### src/rtl/hamming_scrub_pkg.sv
// Shared types for the hamming register scrub controller.
// Holds the scrub FSM encoding and the pass counter width.
package hamming_scrub_pkg;

  typedef enum logic [1:0] {IDLE, WAIT, CAPTURE, WRITE} scrub_state_t;

  localparam int PASS_CNT_W = 16;

endpackage

### src/rtl/hamming_scrub_ctrl.sv
// Periodic scrubber and host arbiter for a hamming_reg bank; host ack 1 cycle after accept.
// Backpressure: host holds host_req until host_ack (1 access per 2 cycles); host wins the write port.
module hamming_scrub_ctrl
  import hamming_scrub_pkg::*;
#(
  parameter int DATA_WIDTH   = 8,
  parameter int NUM_REGS     = 4,
  parameter int SCRUB_PERIOD = 1024,
  localparam int ADDR_W      = $clog2(NUM_REGS)
) (
  input  logic                           clk,
  input  logic                           reset,
  input  logic                           scrub_en,
  input  logic                           host_req,
  input  logic                           host_we,
  input  logic [ADDR_W-1:0]              host_addr,
  input  logic [DATA_WIDTH-1:0]          host_wdata,
  output logic                           host_ack,
  output logic [DATA_WIDTH-1:0]          host_rdata,
  input  logic [NUM_REGS*DATA_WIDTH-1:0] bank_rdata,
  output logic [NUM_REGS-1:0]            bank_wren,
  output logic [DATA_WIDTH-1:0]          bank_wdata,
  output logic                           scrub_busy,
  output logic                           pass_done,
  output logic [PASS_CNT_W-1:0]          pass_count
);

  localparam int                   TIMER_W      = $clog2(SCRUB_PERIOD + 1);
  localparam logic [TIMER_W-1:0]   TIMER_RELOAD = TIMER_W'(SCRUB_PERIOD - 1);
  localparam logic [ADDR_W-1:0]    LAST_IDX     = ADDR_W'(NUM_REGS - 1);
  localparam logic [NUM_REGS-1:0]  ONE_LSB      = NUM_REGS'(1);

  scrub_state_t          state, state_nxt;
  logic [TIMER_W-1:0]    timer;
  logic [ADDR_W-1:0]     idx;
  logic [DATA_WIDTH-1:0] scrub_buf;
  logic                  wb_pend;

  logic                  host_acc, host_wr, host_hit;
  logic                  scrub_wr, step_done;
  logic [NUM_REGS-1:0]   wren_nxt;
  logic [DATA_WIDTH-1:0] wdata_nxt;
  logic [DATA_WIDTH-1:0] rd_idx, rd_host;

  assign host_acc = host_req && !host_ack;
  assign host_wr  = host_acc && host_we;
  assign host_hit = host_wr && (host_addr == idx);
  assign rd_idx   = bank_rdata[int'(idx)*DATA_WIDTH +: DATA_WIDTH];
  assign rd_host  = bank_rdata[int'(host_addr)*DATA_WIDTH +: DATA_WIDTH];

  always_comb begin
    state_nxt = state;
    case (state)
      IDLE:    if (scrub_en) state_nxt = WAIT;
      WAIT:    if (!scrub_en) state_nxt = IDLE;
               else if (timer == '0) state_nxt = CAPTURE;
      CAPTURE: state_nxt = host_hit ? WAIT : WRITE;
      WRITE:   if (wb_pend || host_hit) state_nxt = WAIT;
      default: state_nxt = IDLE;
    endcase
  end

  // wb_pend marks the cycle the scrub pulse is on the bank; the step retires after it.
  always_comb begin
    scrub_wr  = (state == WRITE) && !wb_pend && !host_wr;
    step_done = ((state == CAPTURE || state == WRITE) && host_hit) ||
                (state == WRITE && wb_pend);
    wren_nxt  = '0;
    wdata_nxt = '0;
    if (host_wr) begin
      wren_nxt  = ONE_LSB << host_addr;
      wdata_nxt = host_wdata;
    end else if (scrub_wr) begin
      wren_nxt  = ONE_LSB << idx;
      wdata_nxt = scrub_buf;
    end
  end

  always_ff @(posedge clk or negedge reset) begin
    if (!reset) begin
      state      <= IDLE;
      timer      <= TIMER_RELOAD;
      idx        <= '0;
      scrub_buf  <= '0;
      wb_pend    <= 1'b0;
      scrub_busy <= 1'b0;
      pass_done  <= 1'b0;
      pass_count <= '0;
    end else begin
      state      <= state_nxt;
      scrub_busy <= (state_nxt == CAPTURE) || (state_nxt == WRITE);
      wb_pend    <= scrub_wr;
      pass_done  <= 1'b0;
      if (state == WAIT && state_nxt == WAIT) timer <= timer - 1'b1;
      else                                    timer <= TIMER_RELOAD;
      // A host write landing on idx this cycle is not yet in rdata; take it from the write port.
      if (state == CAPTURE) scrub_buf <= bank_wren[idx] ? bank_wdata : rd_idx;
      if (step_done) begin
        if (idx == LAST_IDX) begin
          idx       <= '0;
          pass_done <= 1'b1;
          if (pass_count != '1) pass_count <= pass_count + 1'b1;
        end else begin
          idx <= idx + 1'b1;
        end
      end
    end
  end

  always_ff @(posedge clk or negedge reset) begin
    if (!reset) begin
      host_ack   <= 1'b0;
      host_rdata <= '0;
      bank_wren  <= '0;
      bank_wdata <= '0;
    end else begin
      host_ack   <= host_acc;
      host_rdata <= (host_acc && !host_we) ? rd_host : '0;
      bank_wren  <= wren_nxt;
      bank_wdata <= wdata_nxt;
    end
  end

endmodule

### config.mk
export PLATFORM = sky130hd
export DESIGN_NAME = hamming_scrub_ctrl
export DESIGN_NICKNAME = d
export VERILOG_FILES = /design/src/rtl/hamming_scrub_pkg.sv /design/src/rtl/hamming_scrub_ctrl.sv
export SDC_FILE = /design/constraint.sdc
export NUM_CORES = 1
export LEC_CHECK = 0
export BUFFER_PORTS_ARGS = -buffer_cell sky130_fd_sc_hd__buf_2
export CAP_MARGIN = 20
export CORE_ASPECT_RATIO = 1.1
export CORE_UTILIZATION = 45
export CTS_BUF_LIST = sky130_fd_sc_hd__clkbuf_16
export DETAILED_ROUTE_END_ITERATION = 10
export GPL_ROUTABILITY_DRIVEN = 1
export GPL_TIMING_DRIVEN = 1
export MAX_ROUTING_LAYER = met4
export PLACE_DENSITY = 0.72
export SLEW_MARGIN = 40
export SYNTH_ARGS = -nofsm -noshare
export SYNTH_HDL_FRONTEND = slang
export SYNTH_SLANG_ARGS = --single-unit
### constraint.sdc
create_clock -name clk -period 1.97 [get_ports clk]
set_clock_uncertainty 0.1 [all_clocks]
set_input_delay 0.197 -clock clk [delete_from_list [all_inputs] [get_ports clk]]
set_output_delay 0.197 -clock clk [all_outputs]
set_load 0.01 [all_outputs]
# After elaboration in Yosys (flattened, before gate mapping)
# Index checks and enable logic that the tools add are counted.
# word_totals
wordCells	67
register_bits	63
# op_classes
magnitude_cmp	1
mux	18
eq_ne	9
reduce_logical	20
shift	4
add_sub_neg	3
# ops
operator	count
$shiftx A32 B6 Y8	2
$mux W8	4
$add A16 B1 Y16 const B	1
$ne A16 B16 Y1 const B	1
$mux W2	6
$logic_not A11 Y1	1
$mux W11	1
$sub A11 B1 Y11 const B	1
$eq A2 B2 Y1 const B	5
$logic_and A1 B1 Y1	9
$mux W4	2
$pmux W2 S4	1
$shl A1 B2 Y4 const A	2
$eq A2 B1 Y1 const B	2
$logic_not A1 Y1	4
$logic_or A1 B1 Y1	4
$lt A2 B3 Y1 const B	1
$mux W1	3
$reduce_and A3 Y1	1
$add A2 B1 Y2 const B	1
$bmux W1 S2	1
$eq A2 B2 Y1	1
$logic_not A2 Y1	1

# Logic depth before layout (Yosys ltp)
# Gate-level depths: netlist of run 1.
# depth
word_depth	10
depth_mapped	6

# Least setup slack after synthesis of run 1
# OpenSTA, ideal clock, no wires.
# synth_timing
path_kind	reg2reg
from	reg pass_count[0]
to	reg pass_count[14]
n_path_buf	0
slack_ps	166
t_arrival_ps	1624
path_stages_with_launch	7
setup_time_ps	79
t_required_ps	1791
synth_period_minus_slack_ps	1804
cell_sequence	dfrtp_1 > ha_1 > nand3_2 > nor3_4 > nand3_4 > nor4b_4 > xor2_1
# synth_between
elab_chain_cells	2
word_cells_on_any_way	3
# synth_lines
element	line	text
from (decl)	hamming_scrub_ctrl.sv:25	output logic [PASS_CNT_W-1:0] pass_count
from (signal assigned)	hamming_scrub_ctrl.sv:102	if (pass_count != '1) pass_count <= pass_count + 1'b1;
branches (longest 2 deep; another with $add A16 B1 Y16)	--	
# Parallel ways; which one is timed is not known.
# A chain may end at the register's enable or synchronous reset.

# Worst setup path in the final report of run 1
# Same ends and word-level chain as after synthesis.

==> flow_summary.ini, run 1 <==
[worst_hold_path]
min_from = host_wdata[6]
min_to = bank_wdata[6]
hold_class = in -> reg
hold_depth = 2

[sta]
rsz0062_at_grt = false
fin_ws_ns = 0.109
maxSlewViolCount = 0
relSlewSlack_pct = 65.3
setup_viol = 0
fin_crit_sh_pct = 94.5
setup_tns_ns = 0
finalHoldWorstSlack_ns = 0.00570
hold_viol = 0
post-route-min-period_ns = 1.86
tightest_slew_ns = 0.520
fmax_mhz = 537

[clock_network]
clk-insertion-delay-late_ns = 0.32
cts.clk_slew.worst_paths_ns = 0.05
ctsLongestPathBuffers = 2
cts_root_buf = clkbuf_16
cts.sinks = 62
cts_tree = done
cts-htree-levels = 3
cts_buffers = 9

[drt]
wl_per_cell_um = 16.2
vias = 2426
drt_first_pass_iters = 4
drt-total-wl_um = 7140
viasPerCell = 5.49
drcViolationCount = 0
drt_iter0_drc = 119
drtAntennaViolNets = 0

[layout]
mostFrequentLayoutCells = buf_2, dfrtp_1, nand2_1, mux4_2, xnor2_1
design_area_mm2 = 0.00410
multi_input_area_mm2 = 0.00157
fin_util_pct = 60.7
layout_commonest_cell = buf_2
antennaDiodeCount = 0
syn_to_final_growth_pct = 27.9
drive_gt1_share_pct = 43.1
seqCellArea_mm2 = 0.00156
nNetsFinal = 409
n_fill_cell = 556

[synthesis]
ys_ff_latch = 62
netlist_instances = 253
async_reset_ff_share_pct = 100
ys_types = 48
synth-warning-count = 0
syn_avg_cell_area_um2 = 12.7
synth_edf_count = 0
syn_nets = 306
synth_flop_cell = dfrtp_1
netlist_area_mm2 = 0.00320
ys_seq_area_share_pct = 48.8

[worst_setup_path]
cp-end-kind = register
crit_fanout = 5
rr_startpoint = pass_count[0]
ff2ff_path_depth = 6
critical_path_class = reg -> reg
r2r_slack_ns = 0.11
start_kind = register
critPathRequiredTime_ns = 2.11
arrival_ns = 2.01
r2r_end = pass_count[14]

[pwr]
p_per_area_mw_per_mm2 = 698
leakage_uw = 0.00194
ir_drop_uv = 523

[floorplan]
core-area_mm2 = 0.00675
initial_core_util_pct = 47.5
num_io_pins = 86
die_area_mm2 = 0.00746
die_w_um = 82.5
row_count = 31
die_h_um = 90.5

[run_status]
outcome = finished, final reports clean

[placed_design]
gp_congestion = 0.859
dp_hpwl_um = 5350
dpl_cell_area_mm2 = 0.00381
place_ws_ns = 0.0939
io_buffers = 85

[job]
maxCapViolations = 0

[grt]
grt_overflow = 0
grt_pass1_wl_um = 11800
grt_pass1_vias = 2520
antenna_found_initial = 0
grt_max_degree = 23
grt_usage_pct = 21.8
## state kept, by name (all words and copies together) (netlist names)
| signal | flops |
|---|---|
| bank_wdata | 8 |
| bank_wren | 4 |
| host_ack | 1 |
| host_rdata | 8 |
| idx | 2 |
| pass_count | 16 |
| pass_done | 1 |
| scrub_buf | 8 |
| scrub_busy | 1 |
| state | 1 |
| timer | 11 |
| wb_pend | 1 |
## layout make-up
class	count	area share (%)
Timing Repair Buffer	102	14.3
Tap cell	82	2.50
Sequential cell	62	38.2
Clock buffer	9	5.49
Multi-Input combinational cell	173	38.2
Clock inverter	6	0.580
Inverter	8	0.733
## through the flow
step	std cells	total power, µW
after global routing	442	2990
final	442	2860
after floorplan	253	1430
after detailed placement	424	1570
after CTS	442	2900
after global placement	424	1560
## metal layers
metal  global-route usage (%)  vias up  share of wire (%)
li1                         -     1131                  -
met4                     9.80        0                1.8
met5                        -        -                  0
met2                     36.1       77                 51
met3                     4.24        9                5.1
met1                     25.1     1209                 42
## cell usage after synthesis, types with 6 or more instances
cell type	number	area, µm²
nor2b_1	9	56.3
inv_1	8	30.0
a22o_1	9	78.8
xnor2_1	14	123
dfrtp_1	52	1300
mux4_2	17	383
dfstp_2	10	263
nand3_1	7	35.0
xor2_1	6	52.6
nor2_1	9	33.8
mux2i_1	10	100
ha_1	6	75.1
nand2_1	32	120
## timing repair
action / CTS / global route
resized for setup: 0 / 1
hold buffers: 3 / 0
hold endpoints to repair: 20 / 0
endpoints found under the setup margin: 0 / 7
setup buffers: 0 / 0
## critical path: stages (launching register included)
cell and delay, ns:
dfrtp_1 0.42, ha_1 0.21, nand3_2 0.15, nor3_4 0.32, nand3_4 0.14, nor4b_4 0.30
xor2_1 0.16
## kinds of logic after synthesis
kind of cell,Yosys count,share of synthesized area [%]
adder cells (fa/ha/maj),6,2.34
AND/OR/NAND/NOR,89,16.4
XOR/XNOR,22,6.48
flip-flops,62,48.8
AO/OA/AOI/OAI,27,7.58
multiplexers,29,15.9
buffers and inverters,18,2.46
## how the worst max path moves through the flow
stage / from / depth (start not counted) / endpoint / slack, ns
5_1_grt: pass_count[0] / 6 / pass_count[14] / 0.002
6_report: pass_count[0] / 6 / pass_count[14] / 0.11
3_3_place_gp: timer[0] / 6 / timer[5] / 0.14
2_1_floorplan: pass_count[0] / 6 / pass_count[14] / 0.17
3_5_place_dp: timer[0] / 6 / timer[5] / 0.09
4_1_cts: pass_count[0] / 6 / pass_count[14] / 0.09
## power breakdown
| group | leakage, µW | switching, µW | total, µW | internal [µW] |
|---|---|---|---|---|
| Clock | 0.000130 | 494 | 1310 | 816 |
| Combinational | 0.00104 | 119 | 244 | 124 |
| Sequential | 0.000770 | 11.6 | 1310 | 1300 |
(Power assumes the default switching activity.)
==> inputs of run 2 (changes only) <==
==> constraint.sdc (replaced) <==
create_clock -name clk -period 1.97 [get_ports clk]
set_clock_uncertainty 0.1 [all_clocks]
set_input_delay 0.0985 -clock clk [delete_from_list [all_inputs] [get_ports clk]]
set_output_delay 0.0985 -clock clk [all_outputs]
set_load 0.01 [all_outputs]
==> run 2 against run 1 <==
Effect of this change:
- utilization is 0.98 points higher
- wire length is 3.9% higher
- power is 1.1% higher
- non-clock buffer count is 7 higher
- sequential power hardly changed
- combinational power is 3% higher
- first-iteration DRC count is 13% higher
- largest cell class unchanged
==> flow_summary.ini, run 2 (synthesized netlist as in run 1, its figures left out) <==
[layout]
largestRegisters = pass_count: 16 flops, timer: 11 flops
n_fill_cell = 570
largest_reg_flops = 16
layout_commonest_cell = buf_2
antennaDiodeCount = 0
mostFrequentLayoutCells = buf_2, dfrtp_1, nand2_1, mux4_2, xnor2_1
nNetsFinal = 416
top_register = pass_count
drive_gt1_share_pct = 42.4
final_cells = 450
fin_util_pct = 61.7
design_area_mm2 = 0.00417
syn_to_final_growth_pct = 30.0

[pwr]
leakage_uw = 0.00198
p_per_area_mw_per_mm2 = 695
ir_drop_uv = 425

[clock_network]
cts.clk_slew.worst_paths_ns = 0.05
cts_root_buf = clkbuf_16
cts_setup_buffers = 0
cts-htree-levels = 3
cts_tree = done
ctsLongestPathBuffers = 2
clk-insertion-delay-late_ns = 0.32
cts_buffers = 9
cts.sinks = 62

[sta]
fin_crit_sh_pct = 95.3
setup_viol = 0
finalHoldWorstSlack_ns = 0.129
fmax_mhz = 533
maxSlewViolCount = 0
setup_tns_ns = 0
post-route-min-period_ns = 1.88
tightest_slew_ns = 0.554
relSlewSlack_pct = 63.1
hold_viol = 0
rsz0062_at_grt = false

[worst_setup_path]
r2r_slack_ns = 0.09
critPathRequiredTime_ns = 2.07
rr_startpoint = idx[0]
crit_path_top_delay_cell = dfrtp_1
start_kind = register
crit_start = idx[0]
cp-end-kind = register
crit_fanout = 6
slowest_delay_ns = 0.46
arrival_ns = 1.98
critical_path_class = reg -> reg
path_cells = xnor2_2 > a32oi_4 > a211oi_4 > mux2_4

[worst_hold_path]
hold_class = in -> reg
min_from = bank_rdata[22]

[grt]
grt_usage_pct = 22.7
grt_max_degree = 45
antenna_found_initial = 0
grtUsageMet2_pct = 36.0
use_met1_pct = 26.5
grt_overflow = 0
grt_pass1_vias = 2592
top_usage_layer = met2
grt_pass1_wl_um = 12100
grtUsageMet3_pct = 6.06

[job]
maxCapViolations = 0

[placed_design]
dp_hpwl_um = 5410
dpl_cell_area_mm2 = 0.00379
io_buffers = 85
post-place-cells = 423
gp_congestion = 0.869

[floorplan]
initial_core_util_pct = 47.5
num_io_pins = 86
core-area_mm2 = 0.00675
die_area_mm2 = 0.00746
die_h_um = 90.5
row_count = 31
die_w_um = 82.5

[run_status]
outcome = finished, final reports clean

[drt]
drt-total-wl_um = 7420
drtAntennaViolNets = 0
drt_first_pass_iters = 4
drt_iter0_drc = 135
viasPerCell = 5.44
vias = 2449
wl_per_cell_um = 16.5
drcViolationCount = 0
## run 2: repair_timing
| action | CTS | global route |
|---|---|---|
| endpoints found under the hold margin | 28 | 0 |
| gates resized for setup | 0 | 2 |
| endpoints found under the setup margin | 0 | 4 |
| hold buffers | 11 | 0 |
## run 2: power by group
group / switching [µW] / total (µW) / internal (µW)
Sequential: 11.4 / 1310 / 1300
Combinational: 121 / 252 / 131
Clock: 512 / 1330 / 821
Total: 644 / 2890 / 2250
## run 2: layer usage
metal | share of wire [%] | vias to the layer above
met5 | 0 | -
li1 | - | 1141
met2 | 49 | 82
met4 | 2.8 | 0
met3 | 6.1 | 17
met1 | 42 | 1209
## run 2: final timing paths
kind                                 end  cells past startpoint
max reg2reg                pass_count[1]                      4
max                        pass_count[1]                      4
min in group asynchronous  host_rdata[3]                      2
max in group asynchronous       timer[5]                      3
min                        host_rdata[6]                      3
min reg2reg                     timer[0]                      1
## run 2: final cells by class
cell class	instances	area, µm²	area share [%]
Inverter	8	30.0	0.721
Tap cell	82	103	2.46
Clock buffer	9	225	5.41
Clock inverter	7	28.8	0.691
Timing Repair Buffer	109	646	15.5
Sequential cell	62	1560	37.5
Multi-Input combinational cell	173	1570	37.7
## run 2: critical path: cells and delay by family (launching register included)
family          cells  cell delay, ns
xor+xnor            1            0.26
mux                 1            0.33
compound gates      2            0.60
flops               1            0.46
## run 2: per-stage QoR
stage,power (µW),setup slack (ns)
2_1_floorplan,1430,0.166
3_3_place_gp,1560,0.123
3_5_place_dp,1560,0.0874
4_1_cts,2920,0.0636
5_1_grt,3010,0.00853
6_report,2890,0.0923
==> inputs of run 3 (changes only) <==
- clock period: 1.97 -> 2.05 ns (I/O delays scaled with it)
==> run 3 against run 2 <==
Effect of this change:
- clock power shrank 5%
- register-to-register slack gained 0.05 ns
- worst hold slack gained 0.0064 ns
- critical endpoint is now pass_count[14]
==> flow_summary.ini, run 3 (synthesized netlist as in run 1, its figures left out) <==
[sta]
fin_crit_sh_pct = 93.1
relSlewSlack_pct = 63.9
fmax_mhz = 524
hold_viol = 0
post-route-min-period_ns = 1.91
rsz0062_at_grt = false
setup_viol = 0
maxSlewViolCount = 0
finalHoldWorstSlack_ns = 0.136
tightest_slew_ns = 0.542
setup_tns_ns = 0

[clock_network]
clk-insertion-delay-late_ns = 0.32
ctsLongestPathBuffers = 2
cts_tree = done
cts_root_buf = clkbuf_16
cts.sinks = 62
cts-htree-levels = 3
cts.clk_slew.worst_paths_ns = 0.05
cts_buffers = 9

[pwr]
leakage_uw = 0.00198
ir_drop_uv = 548
p_per_area_mw_per_mm2 = 665
p_total_uw = 2760

[worst_setup_path]
arrival_ns = 2.05
critical_path_class = reg -> reg
crit_fanout = 5
cp-end-kind = register
critPathRequiredTime_ns = 2.19
start_kind = register

[grt]
grt_pass1_vias = 2606
grt_max_degree = 30
grt_usage_pct = 22.4
grt_pass1_wl_um = 12000
grt_overflow = 0
antenna_found_initial = 0

[drt]
wl_per_cell_um = 16.4
drcViolationCount = 0
drt_first_pass_iters = 4
drt-total-wl_um = 7380
vias = 2435
drtAntennaViolNets = 0
viasPerCell = 5.41
drt_iter0_drc = 91

[layout]
mostFrequentLayoutCells = buf_2, dfrtp_1, nand2_1, mux4_2, xnor2_1
top_register = pass_count
syn_to_final_growth_pct = 29.7
drive_gt1_share_pct = 41.8
layout_commonest_cell = buf_2
n_fill_cell = 564
multi_input_area_mm2 = 0.00156
largestRegisters = pass_count: 16 flops, timer: 11 flops
largest_reg_flops = 16
seqCellArea_mm2 = 0.00156
nNetsFinal = 416
antennaDiodeCount = 0
fin_util_pct = 61.6

[placed_design]
gp_congestion = 0.842
io_buffers = 85
dp_hpwl_um = 5540

[worst_hold_path]
hold_class = in -> async

[floorplan]
core-area_mm2 = 0.00675
num_io_pins = 86
die_h_um = 90.5
die_area_mm2 = 0.00746
die_w_um = 82.5
row_count = 31
initial_core_util_pct = 47.5

[job]
maxCapViolations = 0

[run_status]
outcome = finished, final reports clean
-- run 3: critical path: stages, from the launching register on --
cell and delay, ns:
dfrtp_1 0.43, ha_1 0.23, nand3_2 0.15, nor3_4 0.32, nand3_4 0.14, nor4b_4 0.29, xor2_1 0.16
-- run 3: area by class of cell --
class,instances,share of cell area [%]
Clock inverter,7,0.662
Sequential cell,62,37.6
Clock buffer,9,5.42
Multi-Input combinational cell,173,37.6
Inverter,8,0.722
Timing Repair Buffer,109,15.5
Tap cell,82,2.47
-- run 3: power breakdown --
group          total [µW]  internal, µW  leakage (µW)  switching, µW
registers            1260          1250      0.000770           10.7
logic                 244           128       0.00107            116
clock network        1260           785      0.000136            475
total                2760          2160       0.00198            602
-- run 3: timing repair --
item | CTS | global route
buffers inserted | 0 | 0
gates resized for setup | 0 | 0
hold endpoints to repair | 42 | 0
hold buffers | 11 | 0
-- run 3: routing by layer --
layer / GRT usage [%] / vias to the layer above / part of all wire, %
met2: 37.2 / 95 / 51
met4: 8.33 / 0 / 1.6
met3: 5.86 / 10 / 6.9
met5: - / - / 0
met1: 25.4 / 1190 / 40
li1: - / 1140 / -
-- run 3: metrics by stage --
step,cell area (µm²),instances,setup slack (ns)
floorplan,3200,253,0.246
detailed placement,3790,423,0.165
CTS,4160,450,0.148
global route,4160,450,0.0618
finish,4160,450,0.142
global placement,3790,423,0.260
-- run 3: final timing paths --
kind | slack, ns | start | depth (start not counted) | to
worst min-delay path | 0.14 | reset | 2 | bank_wdata[3]
worst min register to register | 0.35 | timer[0] | 1 | timer[0]
worst max-delay path | 0.14 | pass_count[0] | 6 | pass_count[14]
worst max register to register | 0.14 | pass_count[0] | 6 | pass_count[14]
max in group asynchronous | 1.11 | reset | 3 | scrub_buf[1]
min in group clk | 0.14 | bank_rdata[7] | 3 | host_rdata[7]
